[src/rtl/sys_bus_pkg.sv]
// Shared types and constants for the two-port system bus arbiter.
package sys_bus_pkg;

    localparam int unsigned AW_DEF = 16;
    localparam int unsigned DW_DEF = 16;
    localparam int unsigned WCNT_W = 4;

    localparam logic PORT0 = 1'b0;
    localparam logic PORT1 = 1'b1;

    typedef enum logic [1:0] {
        ST_IDLE   = 2'd0,
        ST_STROBE = 2'd1,
        ST_WAIT   = 2'd2,
        ST_DONE   = 2'd3
    } state_t;

    // Counter preload so that WAIT lasts exactly ws cycles; unused when ws is 0.
    function automatic logic [WCNT_W-1:0] wait_load_value(input int unsigned ws);
        if (ws == 0) begin
            return '0;
        end
        return WCNT_W'(ws - 1);
    endfunction

endpackage

[src/rtl/sys_bus_arbiter_if.sv]
// Requester and memory-side signal bundle for sys_bus_arbiter.
interface sys_bus_arbiter_if
    import sys_bus_pkg::*;
#(
    parameter int unsigned AW = AW_DEF,
    parameter int unsigned DW = DW_DEF
) ();

    logic          req0;
    logic          req1;
    logic          rw0;
    logic          rw1;
    logic [AW-1:0] addr0;
    logic [AW-1:0] addr1;
    logic [DW-1:0] wdata0;
    logic [DW-1:0] wdata1;
    logic          gnt0;
    logic          gnt1;
    logic          done0;
    logic          done1;
    logic [DW-1:0] rdata;
    logic          sys_strobe;
    logic          sys_rw;
    logic [AW-1:0] sys_addr;
    logic [DW-1:0] sys_wdata;
    logic          sys_data_oe;
    logic [DW-1:0] sys_data_in;

    modport slave (
        input  req0, req1, rw0, rw1, addr0, addr1, wdata0, wdata1, sys_data_in,
        output gnt0, gnt1, done0, done1, rdata,
        output sys_strobe, sys_rw, sys_addr, sys_wdata, sys_data_oe
    );

    modport master (
        output req0, req1, rw0, rw1, addr0, addr1, wdata0, wdata1, sys_data_in,
        input  gnt0, gnt1, done0, done1, rdata,
        input  sys_strobe, sys_rw, sys_addr, sys_wdata, sys_data_oe
    );

endinterface

[src/rtl/sys_wait_ctr.sv]
// 4-bit loadable down-counter that saturates at zero; zero flag is registered.
module sys_wait_ctr
    import sys_bus_pkg::*;
(
    input  logic              clk,
    input  logic              rst_n,
    input  logic              load,
    input  logic [WCNT_W-1:0] load_value,
    output logic              zero
);

    logic [WCNT_W-1:0] cnt;
    logic [WCNT_W-1:0] cnt_nxt;

    always_comb begin
        cnt_nxt = cnt;
        if (load) begin
            cnt_nxt = load_value;
        end else if (cnt != '0) begin
            cnt_nxt = cnt - WCNT_W'(1);
        end
    end

    always_ff @(posedge clk or negedge rst_n) begin
        if (!rst_n) begin
            cnt  <= '0;
            zero <= 1'b1;
        end else begin
            cnt  <= cnt_nxt;
            zero <= (cnt_nxt == '0);
        end
    end

endmodule

[src/rtl/sys_bus_arbiter.sv]
// Two-port system bus arbiter with strobe/wait/done memory handshake.
// Define SYS_ARB_ROUND_ROBIN_EN for round-robin arbitration; fixed priority (port 0) otherwise.
module sys_bus_arbiter
    import sys_bus_pkg::*;
#(
    parameter int unsigned AW         = AW_DEF,
    parameter int unsigned DW         = DW_DEF,
    parameter int unsigned WAITSTATES = 2
) (
    input  logic                 clk,
    input  logic                 rst_n,
    sys_bus_arbiter_if.slave     bus
);

    state_t        state;
    state_t        state_nxt;
    logic          win;
    logic          win_nxt;
    logic          pick;
    logic          ctr_load;
    logic          ctr_zero;

    logic          sel_rw;
    logic [AW-1:0] sel_addr;
    logic [DW-1:0] sel_wdata;

    logic          gnt0_d;
    logic          gnt1_d;
    logic          done0_d;
    logic          done1_d;
    logic          strobe_d;
    logic          rw_d;
    logic          oe_d;
    logic [AW-1:0] addr_d;
    logic [DW-1:0] wdata_d;
    logic [DW-1:0] rdata_d;

`ifdef SYS_ARB_ROUND_ROBIN_EN
    logic last;

    always_comb begin
        pick = PORT0;
        if (bus.req0 && bus.req1) begin
            pick = ~last;
        end else if (bus.req1) begin
            pick = PORT1;
        end
    end

    // Pointer remembers the port granted most recently.
    always_ff @(posedge clk or negedge rst_n) begin
        if (!rst_n) begin
            last <= PORT1;
        end else if (state == ST_IDLE && state_nxt == ST_STROBE) begin
            last <= win_nxt;
        end
    end
`else
    always_comb begin
        pick = bus.req0 ? PORT0 : PORT1;
    end
`endif

    assign ctr_load = (state == ST_STROBE);

    sys_wait_ctr u_wait_ctr (
        .clk        (clk),
        .rst_n      (rst_n),
        .load       (ctr_load),
        .load_value (wait_load_value(WAITSTATES)),
        .zero       (ctr_zero)
    );

    always_ff @(posedge clk or negedge rst_n) begin
        if (!rst_n) begin
            state <= ST_IDLE;
            win   <= PORT0;
        end else begin
            state <= state_nxt;
            win   <= win_nxt;
        end
    end

    always_comb begin
        state_nxt = state;
        win_nxt   = win;
        case (state)
            ST_IDLE: begin
                if (bus.req0 || bus.req1) begin
                    state_nxt = ST_STROBE;
                    win_nxt   = pick;
                end
            end
            ST_STROBE: state_nxt = (WAITSTATES == 0) ? ST_DONE : ST_WAIT;
            ST_WAIT:   if (ctr_zero) state_nxt = ST_DONE;
            ST_DONE:   state_nxt = ST_IDLE;
            default:   state_nxt = ST_IDLE;
        endcase
    end

    always_comb begin
        sel_rw    = (win_nxt == PORT1) ? bus.rw1    : bus.rw0;
        sel_addr  = (win_nxt == PORT1) ? bus.addr1  : bus.addr0;
        sel_wdata = (win_nxt == PORT1) ? bus.wdata1 : bus.wdata0;
    end

    // Outputs are computed from the next state so they register with no added latency.
    always_comb begin
        gnt0_d   = 1'b0;
        gnt1_d   = 1'b0;
        done0_d  = 1'b0;
        done1_d  = 1'b0;
        strobe_d = 1'b0;
        rw_d     = 1'b0;
        oe_d     = 1'b0;
        addr_d   = '0;
        wdata_d  = '0;
        rdata_d  = bus.rdata;
        if (state_nxt != ST_IDLE) begin
            gnt0_d = (win_nxt == PORT0);
            gnt1_d = (win_nxt == PORT1);
            if (state == ST_IDLE) begin
                rw_d    = sel_rw;
                addr_d  = sel_addr;
                wdata_d = sel_wdata;
            end else begin
                rw_d    = bus.sys_rw;
                addr_d  = bus.sys_addr;
                wdata_d = bus.sys_wdata;
            end
            oe_d = ~rw_d;
        end
        strobe_d = (state_nxt == ST_STROBE);
        done0_d  = (state_nxt == ST_DONE) && (win_nxt == PORT0);
        done1_d  = (state_nxt == ST_DONE) && (win_nxt == PORT1);
        if (state_nxt == ST_DONE && state != ST_DONE && bus.sys_rw) begin
            rdata_d = bus.sys_data_in;
        end
    end

    always_ff @(posedge clk or negedge rst_n) begin
        if (!rst_n) begin
            bus.gnt0        <= 1'b0;
            bus.gnt1        <= 1'b0;
            bus.done0       <= 1'b0;
            bus.done1       <= 1'b0;
            bus.sys_strobe  <= 1'b0;
            bus.sys_rw      <= 1'b0;
            bus.sys_data_oe <= 1'b0;
            bus.sys_addr    <= '0;
            bus.sys_wdata   <= '0;
            bus.rdata       <= '0;
        end else begin
            bus.gnt0        <= gnt0_d;
            bus.gnt1        <= gnt1_d;
            bus.done0       <= done0_d;
            bus.done1       <= done1_d;
            bus.sys_strobe  <= strobe_d;
            bus.sys_rw      <= rw_d;
            bus.sys_data_oe <= oe_d;
            bus.sys_addr    <= addr_d;
            bus.sys_wdata   <= wdata_d;
            bus.rdata       <= rdata_d;
        end
    end

endmodule

[src/flat_wrapper.sv]
// flat-port wrapper written by rule: the top's interface ports become plain ports
module sys_bus_arbiter_flat import sys_bus_pkg::*;
#(
    parameter int unsigned AW         = AW_DEF,
    parameter int unsigned DW         = DW_DEF,
    parameter int unsigned WAITSTATES = 2
)
  (clk, rst_n, bus_req0, bus_req1, bus_rw0, bus_rw1, bus_addr0, bus_addr1, bus_wdata0, bus_wdata1, bus_sys_data_in, bus_gnt0, bus_gnt1, bus_done0, bus_done1, bus_rdata, bus_sys_strobe, bus_sys_rw, bus_sys_addr, bus_sys_wdata, bus_sys_data_oe);
  sys_bus_arbiter_if #(.AW(AW), .DW(DW)) bus_i ();
  input  logic clk;
  input  logic rst_n;
  input wire logic [$bits(bus_i.req0)-1:0] bus_req0;
  input wire logic [$bits(bus_i.req1)-1:0] bus_req1;
  input wire logic [$bits(bus_i.rw0)-1:0] bus_rw0;
  input wire logic [$bits(bus_i.rw1)-1:0] bus_rw1;
  input wire logic [$bits(bus_i.addr0)-1:0] bus_addr0;
  input wire logic [$bits(bus_i.addr1)-1:0] bus_addr1;
  input wire logic [$bits(bus_i.wdata0)-1:0] bus_wdata0;
  input wire logic [$bits(bus_i.wdata1)-1:0] bus_wdata1;
  input wire logic [$bits(bus_i.sys_data_in)-1:0] bus_sys_data_in;
  output wire logic [$bits(bus_i.gnt0)-1:0] bus_gnt0;
  output wire logic [$bits(bus_i.gnt1)-1:0] bus_gnt1;
  output wire logic [$bits(bus_i.done0)-1:0] bus_done0;
  output wire logic [$bits(bus_i.done1)-1:0] bus_done1;
  output wire logic [$bits(bus_i.rdata)-1:0] bus_rdata;
  output wire logic [$bits(bus_i.sys_strobe)-1:0] bus_sys_strobe;
  output wire logic [$bits(bus_i.sys_rw)-1:0] bus_sys_rw;
  output wire logic [$bits(bus_i.sys_addr)-1:0] bus_sys_addr;
  output wire logic [$bits(bus_i.sys_wdata)-1:0] bus_sys_wdata;
  output wire logic [$bits(bus_i.sys_data_oe)-1:0] bus_sys_data_oe;
  assign bus_i.req0 = bus_req0;
  assign bus_i.req1 = bus_req1;
  assign bus_i.rw0 = bus_rw0;
  assign bus_i.rw1 = bus_rw1;
  assign bus_i.addr0 = bus_addr0;
  assign bus_i.addr1 = bus_addr1;
  assign bus_i.wdata0 = bus_wdata0;
  assign bus_i.wdata1 = bus_wdata1;
  assign bus_i.sys_data_in = bus_sys_data_in;
  assign bus_gnt0 = bus_i.gnt0;
  assign bus_gnt1 = bus_i.gnt1;
  assign bus_done0 = bus_i.done0;
  assign bus_done1 = bus_i.done1;
  assign bus_rdata = bus_i.rdata;
  assign bus_sys_strobe = bus_i.sys_strobe;
  assign bus_sys_rw = bus_i.sys_rw;
  assign bus_sys_addr = bus_i.sys_addr;
  assign bus_sys_wdata = bus_i.sys_wdata;
  assign bus_sys_data_oe = bus_i.sys_data_oe;
  sys_bus_arbiter #(.AW(AW), .DW(DW), .WAITSTATES(WAITSTATES)) u_core (.clk(clk), .rst_n(rst_n), .bus(bus_i));
endmodule
[config.mk]
export PLATFORM = sky130hd
export DESIGN_NAME = sys_bus_arbiter_flat
export DESIGN_NICKNAME = d
export VERILOG_FILES = /design/src/rtl/sys_bus_pkg.sv /design/src/rtl/sys_bus_arbiter_if.sv /design/src/rtl/sys_wait_ctr.sv /design/src/rtl/sys_bus_arbiter.sv /design/src/flat_wrapper.sv
export SDC_FILE = /design/constraint.sdc
export NUM_CORES = 1
export LEC_CHECK = 0
export ABC_AREA = 1
export BUFFER_PORTS_ARGS = -buffer_cell sky130_fd_sc_hd__buf_2
export CORE_ASPECT_RATIO = 1.4
export CORE_MARGIN = 1.5
export CORE_UTILIZATION = 51
export DETAILED_ROUTE_END_ITERATION = 8
export GPL_ROUTABILITY_DRIVEN = 0
export GPL_TIMING_DRIVEN = 0
export PLACE_DENSITY = 0.85
export SYNTH_ARGS = -nofsm -noshare
export SYNTH_HDL_FRONTEND = slang
export SYNTH_SLANG_ARGS = --single-unit
[constraint.sdc]
create_clock -name clk -period 3.3 [get_ports clk]
set_input_delay 0.33 -clock clk [delete_from_list [all_inputs] [get_ports clk]]
set_output_delay 0.33 -clock clk [all_outputs]
set_load 0.01 [all_outputs]
# [After elaboration in Yosys (flattened, before gate mapping)]
# Cells that the tools add are included.
[totals] ff_bits=63 input_bits=86 out_inout_bits=55 word_cells=54
[classes] n_addsub=1 eq_ne=7 n_mux=21 n_bitwise=2 reduce_logical=9
[op_table] operator="16-bit 2-to-1 mux" count=6
[op_table] operator="1-bit 2-to-1 mux" count=10
[op_table] operator="4-bit 2-to-1 mux" count=2
[op_table] operator="2-bit one-hot mux with 4 select lines" count=1
[op_table] operator="2-bit == test (second input constant)" count=3
[op_table] operator="2-bit by 1-bit == test with 1-bit output (second input constant)" count=2
[op_table] operator="1-bit logical AND" count=4
[op_table] operator="4-bit logical NOT" count=1
[op_table] operator="2-bit 2-to-1 mux" count=2
[op_table] operator="2-bit inequality test (second input constant)" count=2
[op_table] operator="4-bit nonzero test" count=1
[op_table] operator="4-bit by 1-bit subtractor with 4-bit output (second input constant)" count=1
[op_table] operator="2-bit logical NOT" count=1
[op_table] operator="1-bit NOT" count=2
[op_table] operator="2-bit nonzero test" count=1
[op_table] operator="1-bit logical OR" count=1

# [Logic depth before layout (Yosys ltp)]
[logic_depth] word_depth=8 mapped_depth=11 mapped_depth_nobuf=9

# [Hierarchy]
# Synthesis repeated with hierarchy kept, for this count alone.
[hier_totals] hier_cells=427 hier_area_um2=3313.2
[by_module_without_submodules] module="sys_bus_arbiter" instances=1 cells_each=381 area_per_inst_um2=3002.9
[by_module_without_submodules] module="sys_wait_ctr" instances=1 cells_each=46 area_per_inst_um2=310.3

# [Worst setup path after synthesis]
# OpenSTA, ideal clock, no wires.
[synth_path] path_kind="reg2reg" start="register u_core.state[0]" end="register u_core.bus.rdata[0]" setup_ns=0.117 arrival_time_ns=1.389 required_ns=3.183 slack_ns=1.794 stages_incl_launch_ff=8 path_buffers=2 path_cell_list="dfrtp_1 -> inv_2 -> ha_1 -> buf_2 -> nand4_2 -> buf_2 -> nand2_1 -> nand2_1"
[synth_via] elab_chain_len=5 elab_cells_between_ends=11 cone_classes="eq/ne (5); mux (3); reduce/logical (3)"
[synth_lines] element="start: declaration" line_no="sys_bus_arbiter.sv:15" text="state_t state;"
[synth_lines] element="start signal: assignment" line_no="sys_bus_arbiter.sv:79" text="state <= state_nxt;"
[synth_lines] element="2-bit == test, or another cell as far along" line_no="sys_bus_arbiter.sv:87" text="case (state)"
[synth_lines] element="2-bit one-hot mux with 4 select lines (*)" line_no="sys_bus_arbiter.sv:87"
[synth_lines] element="named net u_core.state_nxt[1]" line_no="sys_bus_arbiter.sv:16" text="state_t state_nxt;"
[synth_lines] element="2-bit == test (*)" line_no="sys_bus_arbiter.sv:136" text="if (state_nxt == ST_DONE && state != ST_DONE && bus.sys_rw) begin"
[synth_lines] element="1-bit logical AND (*) (2 in a row)" line_no="sys_bus_arbiter.sv:136"
[synth_lines] element="end signal: assignment" line_no="sys_bus_arbiter.sv:163" text="bus.rdata <= rdata_d;"
[synth_lines] element="end: declaration" line_no="sys_bus_arbiter_if.sv:31" text="output gnt0, gnt1, done0, done1, rdata,"
# Mark *: on every way through the listed nets, which the timed path passes. The rest lies on a longest branch.
# A chain may end at the register's enable or synchronous reset.

# [Worst setup path in the final report]
[layout_path] start="register u_core.state[0]" end="register u_core.bus.rdata[15]"
# The elaborated chain is that of the path after synthesis.

==> flow_summary.yaml <==
clock_network:
  cts_buffer_depth: 2
  cts_sinks: 63
  clock_latency_ns: 0.34
  cts_hold_buffers: 0
  post_cts_buffers: 0
  cts_inserted_buffers: 9
  cts_tree: "yes"
  htreeDepth: 3
  cts.root.buffer_cell: "clkbuf_8"
  cts-resized-gates: 0
  clkTransAtPathRegs_ns: 0.07
routing:
  dr.pass1.iters: 4
  drt_iter0_markers: 212
  finalWirelength_microns: 8610
  wl_met2_microns: 4390
  m1WireLength_microns: 3380
  ant_nets: 0
  wire_per_inst_microns: 13.4
  vias: 3400
  top_layer_used: "met4"
  dr_wl_met3_microns: 708
  vias_per_cell: 5.29
  drc_errors: 0
die:
  dieArea_sq_um: 6850
  die_h_microns: 97.4
  io-pin-count: 141
  die_width_microns: 70.4
  start_util_pct: 52.6
  core_area_sq_um: 6170
  rows: 34
global_routing:
  grt_max_degree: 64
  grt_pass1_vias: 3380
  track_usage_pct: 26.4
  globalRouteOverflowTotal: 0
  antenna_found_initial: 0
  grt_pass1_wl_microns: 14600
setup_path:
  r2r_start: "u_core.state[0]$_DFF_PN0_"
  crit_path_max_fanout: 10
  endpoint: "u_core.bus.rdata[15]$_DFFE_PN0P_"
  rr_worst_depth: 6
  r2r_end: "u_core.bus.rdata[15]$_DFFE_PN0P_"
  endpoint_kind: "flip-flop"
  required_ns: 3.57
  cp-start-kind: "flip-flop"
  startpoint: "u_core.state[0]$_DFF_PN0_"
  rrSetupSlack_ns: 1.55
  crit_arrival_ns: 2.02
  path_class: "reg -> reg"
yosys:
  ys_ff_latch: 63
  synth-xor-area-share_pct: 0
  synth_top_family_by_area: "simple AND/OR/NAND/NOR gates"
  synth_area_sq_um: 3240
  netlist_instances: 415
  synth_compound_area_share_pct: 0.309
  synthSimpleGateAreaFrac_pct: 41.2
  syn-num-nets: 507
  avgSynthCellArea_sq_um: 7.81
  yosys-mux-area-fraction_pct: 0
  synthAdderAreaFrac_pct: 2.31
  ys_seq_area_share_pct: 48.6
  synth_cell_types: 22
  synth_warnings: 0
final_layout:
  fillers: 525
  final_util_pct: 68.5
  drive_gt1_share_pct: 32.7
  num_antenna_cells: 0
  syn_to_final_growth_pct: 30.3
  fin_nets: 658
sta:
  clock_skew_ns: 0.00968
  tns_ns: 0
  whs_ns: 0.0497
  setup_viol: 0
  max_freq_mhz: 571
  setup_ws_ns: 1.55
  hold_violations: 0
  post-route-period-util_pct: 53.1
  slew-limit-headroom_pct: 48.1
  tightest_slew_ns: 0.779
  grt_setup_unrepaired: "no"
  drv_slew: 0
  fin_crit_ns: 1.75
power_and_ir_drop:
  power_frac_clock_pct: 15.0
  internal-power_w: 0.00230
  switchingPower_w: 0.00202
  totalPowerFinal_w: 0.00431
  p_leak_nw: 2.58
  pwr-share-seq_pct: 28.2
  swShare_pct: 46.8
  power.density_nw_per_um2: 1020
  p_comb_share_pct: 56.8
  ir_worst_vdd_mv: 0.714
outcome:
  run_status: "finished clean"
placed_design:
  dpl_worst_slack_ns: 1.56
  dp.final_hpwl_microns: 6480
  io_buffers: 140
hold_path:
  min_path_type: "in -> async"
run:
  maxCapViolations: 0
## cell usage in the layout, fill, tap and decap left out
master,Yosys,routed
buf_4,5,6
o21ai_0,1,1
nand2_4,2,2
inv_2,2,2
buf_2,12,151
nor2_1,9,9
nand4_2,1,1
buf_6,3,3
nand3_1,105,105
dfrtp_1,62,62
ha_1,6,6
nand2_1,151,151
a21oi_1,1,1
clkbuf_8,0,10
nor2_4,1,1
nand2_2,4,4
inv_1,19,19
nand3_2,2,2
clkinv_1,1,1
nand4_1,19,19
bufinv_16,0,1
buf_1,4,4
clkinv_2,0,3
clkbuf_1,4,6
dfstp_2,1,1
## area by class of cell
cell class                 instances  area [sq um]  area share, %
buffer                            28           161           3.82
clock buffer                      12           145           3.43
clock inverter                     4          45.0           1.07
inverter                          22          82.6           1.95
multi-input combinational        302          1420           33.6
sequential                        63          1580           37.3
tap                               72          90.1           2.13
timing repair buffer             140           703           16.6
## critical path: stages, from the launching register on
cell and delay [ns]:
dfrtp_1 0.42, inv_2 0.09, ha_1 0.33, buf_2 0.23, buf_1 0.36, nand4_1 0.17, nand2_1 0.10
## per-stage QoR
step / std cells / cell area, sq um
2_1_floorplan: 415 / 3240
3_3_place_gp: 627 / 4030
3_5_place_dp: 627 / 4030
4_1_cts: 643 / 4220
5_1_grt: 643 / 4230
6_report: 643 / 4230
## cells in the mapped netlist
master    number  share of area, %
a21oi_1        1              0.15
buf_1          4              0.46
buf_2         12               1.9
buf_4          5               1.2
buf_6          3               1.0
clkbuf_1       4              0.46
clkinv_1       1              0.12
dfrtp_1       62                48
dfstp_2        1              0.81
ha_1           6               2.3
inv_1         19               2.2
inv_2          2              0.23
nand2_1      151                17
nand2_2        4              0.77
nand2_4        2              0.69
nand3_1      105                16
nand3_2        2              0.62
nand4_1       19               3.7
nand4_2        1              0.39
nor2_1         9               1.0
nor2_4         1              0.35
o21ai_0        1              0.15
## flip-flops by register name (all words and copies together) (netlist names), 2 cells and up
register,count
u_core.state,2
u_core.bus.rdata,16
u_core.u_wait_ctr.cnt,4
u_core.bus.sys_wdata,16
u_core.bus.sys_addr,16
## worst min path at each step
stage | startpoint | endpoint | slack [ns] | cells past startpoint
finish | rst_n | u_core.bus.sys_wdata[15]$_DFFE_PN0P_ | 0.05 | 1
global route | rst_n | u_core.bus.sys_addr[6]$_DFFE_PN0P_ | 0.13 | 1
CTS | bus_sys_data_in[14] | u_core.bus.rdata[14]$_DFFE_PN0P_ | 0.24 | 3
detailed placement | u_core.bus.rdata[0]$_DFFE_PN0P_ | u_core.bus.rdata[0]$_DFFE_PN0P_ | 0.46 | 2
global placement | u_core.bus.rdata[12]$_DFFE_PN0P_ | u_core.bus.rdata[12]$_DFFE_PN0P_ | 0.45 | 2
floorplan | rst_n | u_core.bus.done0$_DFF_PN0_ | 0.03 | 0
## per-layer routing
layer	track usage, %	up-vias
li1	-	1665
met1	30.1	1557
met2	45.6	164
met3	8.51	14
met4	9.62	0
met5	0	-
## logic make-up (layout without fill, tap and decap cells)
logic type | Yosys count | count (layout)
AO/OA/AOI/OAI | 2 | 2
adder cells (fa/ha/maj) | 6 | 6
buffers and inverters | 50 | 206
flip-flops | 63 | 63
AND/OR/NAND/NOR | 294 | 294
## power groups by stage
stage          clock [W]  combinational (W)  sequential, W
2_1_floorplan          0            0.00162        0.00132
3_3_place_gp           0            0.00236        0.00121
3_5_place_dp           0            0.00245        0.00122
4_1_cts         0.000655            0.00246        0.00121
5_1_grt         0.000696            0.00278        0.00124
6_report        0.000646            0.00245        0.00122
(Power assumes the default switching activity.)
